--- config.mk ---
export PLATFORM = sky130hd
export DESIGN_NAME = register_bank
export DESIGN_NICKNAME = d
export VERILOG_FILES = /design/src/rtl/register_bank_pkg.sv /design/src/rtl/register_bank_cell.sv /design/src/rtl/register_bank.sv
export SDC_FILE = /design/constraint.sdc
export NUM_CORES = 1
export LEC_CHECK = 0
export ABC_AREA = 1
export CORE_AREA = 2 2 226 228
export DETAILED_ROUTE_END_ITERATION = 6
export DIE_AREA = 0 0 228 230
export GPL_TIMING_DRIVEN = 0
export HOLD_SLACK_MARGIN = 0.05
export PLACE_DENSITY_LB_ADDON = 0.3
export RECOVER_POWER = 50
export SYNTH_ARGS = -nofsm -noshare
export SYNTH_HDL_FRONTEND = slang
export SYNTH_HIERARCHICAL = 1
export SYNTH_SLANG_ARGS = --single-unit
export TNS_END_PERCENT = 100
--- constraint.sdc ---
create_clock -name clock -period 2.68 [get_ports clock]
set_input_delay 0.536 -clock clock [delete_from_list [all_inputs] [get_ports clock]]
set_output_delay 0.536 -clock clock [all_outputs]
set_load 0.005 [all_outputs]
--- src/rtl/register_bank_pkg.sv ---
// Shared definitions for the register bank:
// function-select encodings and parameter checks.
package register_bank_pkg;

  localparam logic [2:0] FS_DEC  = 3'b000;
  localparam logic [2:0] FS_INC  = 3'b001;
  localparam logic [2:0] FS_LOAD = 3'b010;
  localparam logic [2:0] FS_CLR  = 3'b011;
  localparam logic [2:0] FS_LDB  = 3'b100;
  localparam logic [2:0] FS_LDH  = 3'b101;
  localparam logic [2:0] FS_SHB  = 3'b110;
  localparam logic [2:0] FS_SXH  = 3'b111;

  function automatic bit width_ok(int w);
    return (w >= 16) && ((w % 8) == 0);
  endfunction

  function automatic bit depth_ok(int n);
    return n >= 2;
  endfunction

endpackage

--- src/rtl/register_bank_cell.sv ---
// One bank register with its sticky wrap flag.
// All operations are evaluated from the cell's own current value.
module register_cell
  import register_bank_pkg::*;
#(
  parameter int WIDTH = 32
) (
  input  logic             clock,
  input  logic             reset,
  input  logic             E,
  input  logic [2:0]       FunSel,
  input  logic [WIDTH-1:0] In,
  output logic [WIDTH-1:0] Q,
  output logic             Wrap
);

  logic [WIDTH-1:0] q_nxt;
  logic             w_nxt;

  always_comb begin
    q_nxt = Q;
    w_nxt = 1'b0;
    unique case (FunSel)
      FS_DEC: begin
        q_nxt = Q - WIDTH'(1);
        w_nxt = Wrap | (Q == '0);
      end
      FS_INC: begin
        q_nxt = Q + WIDTH'(1);
        w_nxt = Wrap | (&Q);
      end
      FS_LOAD: q_nxt = In;
      FS_CLR:  q_nxt = '0;
      FS_LDB:  q_nxt = WIDTH'(In[7:0]);
      FS_LDH:  q_nxt = WIDTH'(In[15:0]);
      FS_SHB: begin
        q_nxt = {Q[WIDTH-9:0], In[7:0]};
        w_nxt = Wrap;
      end
      FS_SXH:  q_nxt = WIDTH'($signed(In[15:0]));
      default: begin
        q_nxt = Q;
        w_nxt = Wrap;
      end
    endcase
  end

  always_ff @(posedge clock) begin
    if (reset) begin
      Q    <= '0;
      Wrap <= 1'b0;
    end else if (E) begin
      Q    <= q_nxt;
      Wrap <= w_nxt;
    end
  end

endmodule

--- src/rtl/register_bank.sv ---
// Bank of NUM_REGS registers sharing one op select and data
// input, with two combinational read ports.
module register_bank
  import register_bank_pkg::*;
#(
  parameter int WIDTH    = 32,
  parameter int NUM_REGS = 4
) (
  input  logic                        clock,
  input  logic                        reset,
  input  logic [NUM_REGS-1:0]         E,
  input  logic [2:0]                  FunSel,
  input  logic [WIDTH-1:0]            In,
  input  logic [$clog2(NUM_REGS)-1:0] OutASel,
  input  logic [$clog2(NUM_REGS)-1:0] OutBSel,
  output logic [WIDTH-1:0]            OutA,
  output logic [WIDTH-1:0]            OutB,
  output logic [NUM_REGS-1:0]         Wrap
);

  localparam int SEL_W = $clog2(NUM_REGS);
  localparam int DEPTH = 1 << SEL_W;

  if (!width_ok(WIDTH)) begin : g_bad_width
    $error("register_bank: WIDTH must be >=16 and a multiple of 8");
  end
  if (!depth_ok(NUM_REGS)) begin : g_bad_depth
    $error("register_bank: NUM_REGS must be >=2");
  end

  // Unused select codes map to zero-filled slots.
  logic [WIDTH-1:0] rd [DEPTH];

  for (genvar i = 0; i < DEPTH; i++) begin : g_reg
    if (i < NUM_REGS) begin : g_cell
      register_cell #(
        .WIDTH (WIDTH)
      ) u_cell (
        .clock  (clock),
        .reset  (reset),
        .E      (E[i]),
        .FunSel (FunSel),
        .In     (In),
        .Q      (rd[i]),
        .Wrap   (Wrap[i])
      );
    end else begin : g_zero
      assign rd[i] = '0;
    end
  end

  assign OutA = rd[OutASel];
  assign OutB = rd[OutBSel];

endmodule
==> results_dict.tcl, run 1 <==
set metrics [dict create \
    status "finished clean" \
    htree_levels 4 \
    slew_headroom_pct 44.8 \
    cts_tree "done" \
    start_kind "input port" \
    syn_inst 3772 \
    finClkSkew_ns 0.0153 \
    antenna_found_initial 3 \
    synth_top_area_share_pct 26.2 \
    dieArea_sq_mm 0.0524 \
    drive_gt1_share_pct 5.08 \
    required_ns 2.14 \
    ys_seq_area_share_pct 13.3 \
    core_sq_mm 0.0499 \
    place_inst 4551 \
    instances_no_fill 4588 \
    ioPinCount 113 \
    gr-total-overflow 0 \
    cts_root_buf "clkbuf_16" \
    yosysUniqueCellTypes 40 \
    cp_data_arrival_time_ns 2.14 \
    tightest_slew_ns 0.825 \
    final_cell_area_sq_mm 0.0226 \
    yosysTopAreaCell "nand2_1" \
    power_density_mw_per_mm2 469 \
    fin_crit_sh_pct 99.9 \
    fin_crit_ns 2.68 \
    critPathMaxFanout 10 \
    synth_area_leaders "nand2_1 26%, inv_1 14%, dfxtp_1 13%" \
    dp_hpwl_microns 67700 \
    min-delay-start "g_reg[3].g_cell.u_cell/Wrap$_SDFFE_PP0P_" \
    clk_pin_slew_worst_paths_ns 0.07 \
    start_util_pct 39.9 \
    fin_nets 4087 \
    power.total_mw 10.6 \
    drtAntennaViolNets 0 \
    die_x_microns 228 \
    ir_drop_v 0.000387 \
    gp_congestion 1.01 \
    initialDrtViolationCount 2459 \
    placementRows 82 \
    grt_first_pass_wirelength_microns 126000 \
    maxCapViolCount 0 \
    fin_hold_ws_ns 0.474 \
    p_switching_mw 4.97 \
    power_frac_seq_pct 23.6 \
    layout_common_cells "1,377 x nand2_1, 758 x inv_1, 284 x nand3_1, 213 x a21oi_1, 210 x nor2_1" \
    clock_latency_ns 0.45 \
    cts_sinks 132 \
    min_path_type "reg2reg" \
    groute.usage.overall_pct 31.1 \
    drt-wirelength-per-cell_microns 18.2 \
    p_comb_share_pct 52.3 \
    syn_nets 3957 \
    first_pass_iters 6 \
    synth_warnings 6 \
    grt_max_degree 37 \
    clockPowerShare_pct 24.1 \
    path_class "in2out" \
    ys_ff_latch 132 \
    avgSynthCellArea_sq_um 5.27 \
    maxClockFrequency_mhz 374 \
    layout_commonest_cell "nand2_1" \
    vias 24000 \
    routed_wirelength_microns 83600 \
    switching_share_pct 47.0 \
    die_h_microns 230 \
    p_leak_nw 12.5 \
    hold_violations 0 \
    reg2reg_from "g_reg[2].g_cell.u_cell/Q[0]$_SDFFE_PP0P_" \
    placed_area_sq_mm 0.0218 \
    numCtsBuffers 17 \
    slew_viol_final 0 \
    drc 0 \
    crit_path_end_kind "primary output" \
    grt_pass1_vias 21800 \
    syn_to_final_growth_pct 13.5 \
    viasPerCell 5.24 \
    intPower_mw 5.61 \
    clock_path_buffers 2 \
    numPortBuffers 107 \
    rsz0062_at_grt "no" \
    cp-startpoint "OutBSel[0]" \
    setup_viol 0 \
    netlist_area_sq_mm 0.0199 \
]
critical path, stage by stage:
cell	delay, ns
clkdlybuf4s15_2	0.26
buf_6	0.19
buf_4	0.18
nand2_1	0.07
nand3_1	0.19
nand2_2	0.17
clkdlybuf4s50_1	0.52
metrics by stage:
step,TNS (ns),utilization (%),setup WS [ns]
after floorplan,0,-,0.161
final,0,45.3,0.00380
after detailed placement,-232.66,43.7,-2.03
after global placement,-235.08,43.7,-2.02
after CTS,0,45.2,0.0166
after global routing,0,45.3,0.00221
synthesized netlist by cell type:
master and number:
nor3_2 2, nor3_1 16, o21ai_0 164, nand2_1 1388, o21a_1 3, nor2_2 23
a21oi_2 7, buf_4 9, o21ai_1 4, buf_1 6, a21o_1 1, inv_1 758
nand3b_1 13, a221oi_1 17, o21ai_2 2, nor2_1 205, inv_2 19, nor2_4 4
o22ai_1 30, buf_6 17, ha_1 136, and2_1 2, fa_1 4, o21bai_1 6
nor4_1 24, o211ai_1 5, o211ai_2 3, nand3_1 281, xor2_1 59, a211oi_1 59
buf_2 41, nor3b_1 1, clkbuf_1 30, nand3_2 7, a21oi_1 212, and3_1 3
nand2_2 23, nand4_1 55, clkinv_1 1, dfxtp_1 132
layer usage:
metal	GRT usage, %	share of wire [%]
met1	42.0	44
met2	47.6	41
met3	5.13	9.0
met4	15.6	5.3
met5	0	0.042
path summary, 6_finish.rpt:
| check | to | cells after the start | slack, ns |
|---|---|---|---|
| worst min-delay path | g_reg[3].g_cell.u_cell/Wrap$_SDFFE_PP0P_ | 2 | 0.47 |
| worst max register to register | g_reg[2].g_cell.u_cell/Q[16]$_SDFFE_PP0P_ | 12 | 0.26 |
| worst max-delay path | OutB[22] | 7 | 0.004 |
| worst min register to register | g_reg[3].g_cell.u_cell/Wrap$_SDFFE_PP0P_ | 2 | 0.47 |
what timing repair did:
| item | 4_1_cts | 5_1_grt |
|---|---|---|
| buffers inserted | 1 | 3 |
| endpoints found under the hold margin | 0 | 0 |
| cloned | 0 | 0 |
| hold buffers | 0 | 0 |
| resized for setup | 47 | 9 |
| setup endpoints to repair | 186 | 61 |
| pin swaps | 3 | 3 |
registers in the layout, summed over array words and instances (netlist names):
name,cells
g.g_cell.u_cell/Q,128
g.g_cell.u_cell/Wrap,4
cell type report:
class,instances,area (sq um)
inverter,778,2930
multi-input combinational,2759,13800
timing repair buffer,111,1100
antenna,1,2.50
sequential,132,2640
tap,672,841
clock inverter,11,175
fill,5564,27300
clock buffer,21,460
buffer,103,611
power groups by stage:
stage / logic [mW] / registers [mW] / clock network [mW]
after floorplan: 3.84 / 2.32 / 0
after global placement: 5.37 / 2.51 / 0
after detailed placement: 5.39 / 2.51 / 0
after CTS: 5.44 / 2.47 / 2.56
after global routing: 6.22 / 2.49 / 2.65
final: 5.53 / 2.50 / 2.55
logic make-up after synthesis:
family | Yosys count | share of synthesized area, %
DFF | 132 | 13.3
AOI/OAI and AO/OA | 513 | 14.6
buffers and inverters | 881 | 17.7
xor gates and xnor gates | 59 | 2.60
and+or+nand+nor | 2047 | 42.8
adders and majority gates | 140 | 8.96
(Power assumes the default switching activity.)
==> inputs of run 2 (changes only) <==
==> constraint.sdc (replaced) <==
create_clock -name clock -period 2.68 [get_ports clock]
set_input_delay 0.536 -clock clock [delete_from_list [all_inputs] [get_ports clock]]
set_output_delay 0.536 -clock clock [all_outputs]
set_load 0.01 [all_outputs]
==> results_dict.tcl, run 2 (synthesis results as in run 1) <==
set metrics [dict create \
    cts_tree "done" \
    numPortBuffers 107 \
    clk_pin_slew_worst_paths_ns 0.07 \
    die_h_microns 230 \
    gp_congestion 1.01 \
    numCtsBuffers 17 \
    rsz0062_at_grt "no" \
    grt_first_pass_wirelength_microns 126000 \
    crit_chain "clkdlybuf4s15_2 > inv_2 > clkbuf_4 > nand2_1 > nand3_1 > nand2_2 > clkdlybuf4s50_1" \
    hold_violations 0 \
    core_sq_mm 0.0499 \
    critical_path.max_stage_delay_ns 0.55 \
    drc 0 \
    violations "setup timing" \
    fin_crit_sh_pct 100 \
    path_buf_inv 4 \
    placed_area_sq_mm 0.0218 \
    tightest_slew_ns 0.841 \
    placementRows 82 \
    min_path_type "reg2reg" \
    clock_path_buffers 2 \
    die_x_microns 228 \
    final_cell_area_sq_mm 0.0226 \
    syn_to_final_growth_pct 13.5 \
    cp_data_arrival_time_ns 2.15 \
    drt-wirelength-per-cell_microns 18.2 \
    crit_path_end_kind "primary output" \
    ioPinCount 113 \
    layout_commonest_cell "nand2_1" \
    initialDrtViolationCount 2669 \
    worst_slack_ns -0.00191 \
    vias 24200 \
    power_density_mw_per_mm2 470 \
    nFillCells 5573 \
    routed_wirelength_microns 83500 \
    p_leak_nw 12.6 \
    top_register "g.g_cell.u_cell/Q" \
    fin_crit_ns 2.68 \
    first_pass_iters 6 \
    finClkSkew_ns 0.0155 \
    gr-total-overflow 0 \
    clock_latency_ns 0.45 \
    start_kind "input port" \
    status "finished, violations left" \
    regArea_sq_mm 0.00264 \
    drive_gt1_share_pct 5.16 \
    cts_root_buf "clkbuf_16" \
    required_ns 2.14 \
    critPathMaxFanout 10 \
    grt_max_degree 37 \
    multi_input_area_sq_mm 0.0138 \
    cts_hold_buf 0 \
    htree_levels 4 \
    slew_headroom_pct 43.7 \
    dieArea_sq_mm 0.0524 \
    layout_common_cells "1,376 x nand2_1, 758 x inv_1, 283 x nand3_1, 212 x a21oi_1, 209 x nor2_1" \
    groute.usage.overall_pct 31.1 \
    grt_pass1_vias 21700 \
    start_util_pct 39.9 \
    fin_hold_ws_ns 0.474 \
    drtAntennaViolNets 0 \
    fin_nets 4087 \
    slowest_stage "clkdlybuf4s50_1" \
    cts_sinks 132 \
    viasPerCell 5.27 \
    top_regs "g.g_cell.u_cell/Q (128), g.g_cell.u_cell/Wrap (4)" \
    maxClockFrequency_mhz 373 \
    maxCapViolCount 0 \
    dp_hpwl_microns 67700 \
    largest_reg_flops 128 \
    cpLargestDelayFamily "buffers and inverters" \
    setup_viol 1 \
    ir_drop_v 0.000391 \
    slew_viol_final 0 \
    path_class "in2out" \
    antenna_found_initial 4 \
]
## run 2: cell count changes in the layout (fill, tap and decap cells not counted), moves of 2 or more
cell	previous run	this run
clkdlybuf4s50_1	95	76
dlygate4sd2_1	1	19
clkbuf_2	4	0
buf_4	10	13
buf_2	37	35
clkbuf_4	0	2
diode_2	1	3
## run 2: path summary, 6_finish.rpt
check	from	endpoint	slack, ns	cells after the start
min reg2reg	g_reg[3].g_cell.u_cell/Wrap$_SDFFE_PP0P_	g_reg[3].g_cell.u_cell/Wrap$_SDFFE_PP0P_	0.47	2
min	g_reg[3].g_cell.u_cell/Wrap$_SDFFE_PP0P_	g_reg[3].g_cell.u_cell/Wrap$_SDFFE_PP0P_	0.47	2
max	OutBSel[0]	OutB[17]	-0.002	7
max reg2reg	g_reg[3].g_cell.u_cell/Q[0]$_SDFFE_PP0P_	g_reg[3].g_cell.u_cell/Q[16]$_SDFFE_PP0P_	0.23	12
## run 2: through the flow
| stage | power (mW) | std cells | utilization [%] | setup TNS, ns | setup slack [ns] |
|---|---|---|---|---|---|
| after floorplan | 6.20 | 3772 | - | 0 | 0.161 |
| after global placement | 7.92 | 4551 | 43.7 | -237.24 | -2.02 |
| after detailed placement | 7.94 | 4551 | 43.7 | -234.82 | -2.03 |
| after CTS | 10.5 | 4584 | 45.2 | 0 | 0.0166 |
| after global routing | 11.4 | 4587 | 45.3 | 0 | 0.000604 |
| final | 10.6 | 4590 | 45.3 | -0.00191 | -0.00191 |
## run 2: worst min-delay path, stage by stage (launching register included)
cell and delay (ns):
dfxtp_1 0.32, inv_1 0.05, a21oi_1 0.05
## run 2: layout make-up
cell class                      instances  share of cell area [%]
Inverter                              778                    12.9
Timing Repair Buffer                  111                    4.81
Clock inverter                         11                   0.776
Tap cell                              672                    3.72
Multi-Input combinational cell       2759                    61.2
Antenna cell                            3                  0.0333
Clock buffer                           21                    2.04
Buffer                                103                    2.75
Sequential cell                       132                    11.7
## run 2: metal layers
layer | vias up | global-route usage [%] | routed length (microns)
li1 | 12100 | - | -
met1 | 10800 | 42.3 | 36900
met2 | 1127 | 47.6 | 34600
met3 | 207 | 4.95 | 7570
met4 | 4 | 15.0 | 4450
met5 | - | 0 | 22
## run 2: timing repair
item	4_1_cts	5_1_grt
pin swaps	7	2
gates resized for setup	69	12
buffers inserted	1	3
setup endpoints to repair	188	66
gates cloned	0	0
## run 2: power breakdown
part           switching, mW  internal (mW)  total, mW  leakage [nW]
Clock                  0.943           1.61       2.55         0.304
Sequential             0.371           2.12       2.49          1.09
Combinational           3.70           1.86       5.56          11.2
Total                   5.01           5.59       10.6          12.6
